==> src/rtl/regfile_mp.sv <==
// regfile_mp: multi-port register file with write-through bypass and per-register busy scoreboard.
module regfile_mp #(
  parameter int XLEN = 32,
  parameter int NREGS = 32,
  parameter int NRD = 2,
  parameter int NWR = 2,
  parameter bit BYPASS = 1'b1,
  parameter bit ZERO_REG = 1'b1,
  localparam int AW = $clog2(NREGS)
) (
  input  logic                clk,
  input  logic                reset,
  input  logic [NRD*AW-1:0]   rd_addr,
  output logic [NRD*XLEN-1:0] rd_data,
  output logic [NRD-1:0]      rd_busy,
  input  logic [NWR-1:0]      wr_en,
  input  logic [NWR*AW-1:0]   wr_addr,
  input  logic [NWR*XLEN-1:0] wr_data,
  input  logic                alloc_en,
  input  logic [AW-1:0]       alloc_addr
);
  logic [XLEN-1:0] regs [NREGS];
  logic [NREGS-1:0] busy;
  logic [AW-1:0] ra;
  logic [XLEN-1:0] d;
  logic b;
  // later write ports override earlier ones; the alloc is applied last so it wins over a write
  always_ff @(posedge clk) begin
    if (reset) begin
      for (int r = 0; r < NREGS; r++) regs[r] <= '0;
      busy <= '0;
    end else begin
      for (int j = 0; j < NWR; j++)
        if (wr_en[j] && !(ZERO_REG && wr_addr[j*AW +: AW] == '0)) begin
          regs[wr_addr[j*AW +: AW]] <= wr_data[j*XLEN +: XLEN];
          busy[wr_addr[j*AW +: AW]] <= 1'b0;
        end
      if (alloc_en && !(ZERO_REG && alloc_addr == '0)) busy[alloc_addr] <= 1'b1;
    end
  end
  always_comb begin
    rd_data = '0;
    rd_busy = '0;
    ra = '0;
    d = '0;
    b = 1'b0;
    for (int i = 0; i < NRD; i++) begin
      ra = rd_addr[i*AW +: AW];
      d = regs[ra];
      b = busy[ra];
      for (int j = 0; j < NWR; j++)
        if (BYPASS && !reset && wr_en[j] && wr_addr[j*AW +: AW] == ra) begin
          d = wr_data[j*XLEN +: XLEN];
          b = 1'b0;
        end
      if (ZERO_REG && ra == '0) begin
        d = '0;
        b = 1'b0;
      end
      rd_data[i*XLEN +: XLEN] = d;
      rd_busy[i] = b;
    end
  end
endmodule

==> config.mk <==
export PLATFORM = sky130hd
export DESIGN_NAME = regfile_mp
export DESIGN_NICKNAME = d
export VERILOG_FILES = /design/src/rtl/regfile_mp.sv
export SDC_FILE = /design/constraint.sdc
export NUM_CORES = 2
export LEC_CHECK = 0
export CAP_MARGIN = 20
export CORE_UTILIZATION = 30
export CTS_BUF_LIST = sky130_fd_sc_hd__clkbuf_8
export CTS_CLUSTER_SIZE = 16
export DETAILED_ROUTE_END_ITERATION = 8
export PLACE_DENSITY = 0.54
export RECOVER_POWER = 25
export SLEW_MARGIN = 20
export SYNTH_ARGS = -nofsm -noshare
export SYNTH_HDL_FRONTEND = slang
export SYNTH_SLANG_ARGS = --single-unit
==> constraint.sdc <==
create_clock -name clk -period 2.78 [get_ports clk]
set_input_delay 0.278 -clock clk [delete_from_list [all_inputs] [get_ports clk]]
set_output_delay 0.278 -clock clk [all_outputs]
set_load 0.005 [all_outputs]
==> run metrics <==
routed len/inst=about 38 um; Sw Ratio=0.289; global-route met2 utilization=0.423; DP HPWL=184 mm; Fin. Hold Viols=0; die area=208,000 sq um; Post-synth EDFFs=1,024; core area=roughly 200,000 sq um; GRT Max-Usage Layer=met2; Synth async-reset ratio=0; fin crit period=3180 ps; Max Clock Freq=0.315 GHz; area leader, netlist=edfxtp_1; Top Ports=160; CTS clk-pin slew, worst paths=60 ps; met3 Use GR=0.0612; status=finished, violations left; post-synthesis sequential area ratio=0.508; CTS root buf=clkbuf_8; max cap viols=1; Die Width=456 um; Post-Synthesis Cells=4,440; top cell type's share of synthesized area=0.498; count leader, synth=edfxtp_1; CTS Sinks=1,056; pin count of the biggest net entering global routing=71; Fillers=19.1k; Pint=0.0285 W; Seq pwr share=0.473; antenna violations before repair=3; synthesized cell area=61,800 sq um; setup_tns=-57,970 ps; Worst Path Max Fanout=2; Worst setup EP type=primary output; vias in the first global route=~50k; Hold Crit Class=primary input to register; synth top area cells=edfxtp_1 50%, mux4_2 15%, a22o_1 14%; PwrDens=524 nW/um^2; peak supply drop=0.000504 V; port bufs=around 160; row cnt=166; Gate power share=0.178; total CTS buffers=about 180; Multi-input gate area=29,500 sq um; reg2reg path depth=2; CP Launch Type=register; Slew Limit Fails=33; Routed Antenna Nets=0; Worst Tran Pin Value=1650 ps; RSZ-0062 raised after global routing=yes; share of power burned in the clock network=0.349; Layout area overhead=23.7%; Yosys cell types=56; RePlAce Congestion=0.930; hold slack=199 ps; all-layer global routing usage=0.272; Initial Util=0.302; top cells by count, synth=1,024 x edfxtp_1, 992 x a22o_1, 437 x clkbuf_1, 412 x mux4_2, 252 x mux2i_1; vias post-DR=50.0k; Worst Path Required=2500 ps; layout cell share with drive strength beyond 1=0.361; Via density=6.56; flops & latches, synth=1,056; clock latency on the worst-skew pair=about 910 ps; hold depth=4; syn_area_per_cell=13.9 sq um; P_leak=26.8 nW; Remaining DRCs=0; total grt overflow=0; failing checks=capacitance limit, slew limit, setup timing; register area=31,400 sq um; DRT Pass-1 Iters=6; Final period util=1.14; Final WS setup=-396 ps; Arr. time, crit path=2900 ps; top_reg_cell synth=edfxtp_1; Ys Warns=0; first-pass GRT wire length=398 mm; DRT Wirelength=slightly below 300 mm; Layout Nets=4,876; Slew HR=-0.0979; CTS H-tree depth=4; Clock Skew=0 ps; Clock Tree Buf Depth=3; chip height=456 um; kind of critical path=register to primary output; GR met1 Demand/Resource=0.338; final setup violation count=between 500 and 600; Switching Power=0.0116 W; DR iter-0 viols=7,014; CTS tree=done
[sequential cells by signal (all words and copies together) (netlist names)]
register and cells:
regs 1024, busy 32
[layout by cell type (no fill, tap or decap), types with 11 or more instances in the layout]
master | Yosys | routed
clkdlybuf4s50_1 | 0 | 80
a21oi_1 | 36 | 27
a221oi_4 | 0 | 46
nor3_2 | 11 | 33
clkbuf_1 | 437 | 11
o22ai_1 | 54 | 54
a31oi_1 | 33 | 33
a22oi_1 | 32 | 32
nor3_1 | 83 | 50
buf_12 | 0 | 166
a22o_1 | 992 | 992
o32ai_1 | 64 | 18
clkinv_2 | 0 | 22
nor2_4 | 0 | 20
o32ai_2 | 0 | 41
buf_2 | 165 | 64
or3_2 | 0 | 33
buf_6 | 6 | 27
inv_1 | 62 | 119
dfxtp_1 | 32 | 24
mux2_2 | 91 | 34
clkbuf_4 | 0 | 16
nor2_1 | 83 | 63
clkbuf_8 | 0 | 180
edfxtp_1 | 1024 | 1024
nand3b_1 | 15 | 15
conb_1 | 1 | 32
clkinv_1 | 1 | 42
buf_4 | 32 | 460
nor3_4 | 0 | 11
nand2_1 | 107 | 72
mux2i_1 | 252 | 250
clkbuf_2 | 1 | 17
mux2_4 | 0 | 57
nand2_2 | 1 | 30
xnor2_1 | 14 | 14
a211o_1 | 30 | 30
a221oi_2 | 0 | 35
mux4_2 | 412 | 412
o221ai_1 | 91 | 91
[stage by stage]
stage | worst slack, ps | std cells | total power (W) | area [sq um] | util
after floorplan | 396 | 4471 | 0.0225 | 61900 | -
after global routing | -448 | 7615 | 0.0410 | 76500 | 0.374
after detailed placement | -755 | 7290 | 0.0259 | 71900 | 0.352
final | -396 | 7617 | 0.0401 | 76500 | 0.374
after global placement | -693 | 7290 | 0.0259 | 71900 | 0.352
after CTS | -463 | 7614 | 0.0399 | 76400 | 0.374
[final cells by class]
type / instances / share of cell area
Tap cell: 2688 / 0.0440
Multi-Input combinational cell: 2632 / 0.386
Timing Repair Buffer: 848 / 0.112
Clock buffer: 180 / 0.0324
Antenna cell: 4 / 0.000131
Clock inverter: 144 / 0.0120
Sequential cell: 1056 / 0.411
Inverter: 65 / 0.00319
[per-layer routing]
metal  wire length, um  share of wire  vias to the layer above
met2            131000           0.45                     3760
met1            106000           0.36                    25900
met4             22200          0.076                        2
li1                  -              -                    19300
met5                13       0.000045                        -
met3             32000           0.11                     1007
[repair_timing]
action	CTS	global route
resized for setup	503	94
buffers inserted	9	2
hold buffers	1	0
hold endpoints to repair	4	0
pin swaps	75	83
endpoints found under the setup margin	66	66
[worst paths after layout]
| check | end | start | slack (ps) |
|---|---|---|---|
| max reg2reg | busy[5] | busy[5] | 2080 |
| min reg2reg | busy[19] | busy[19] | 480 |
| max | rd_data[11] | regs[26][11] | -400 |
| min | busy[4] | alloc_addr[1] | 200 |
[cells by family after synthesis]
group                     share of synthesized area
and+or+nand+nor                              0.0318
AOI/OAI and AO/OA                             0.196
muxes                                         0.208
other                                     0.0000607
xor gates and xnor gates                    0.00283
buffers and inverters                        0.0536
DFF                                           0.508
[power groups by stage]
stage               Clock (W)  Combinational, W  Sequential, W
finish                 0.0140           0.00715         0.0190
global route           0.0147           0.00733         0.0191
CTS                    0.0140           0.00698         0.0189
detailed placement          0           0.00667         0.0193
global placement            0           0.00665         0.0192
floorplan                   0           0.00345         0.0191
[worst max-delay path, cell delays in order, from the launching register on]
cell      delay [ps]
edfxtp_1         420
mux4_2           470
mux2_4           310
a221oi_4         330
buf_4            180
o32ai_2           70
buf_2            140
No activity file was read; power rests on OpenSTA's default activity.
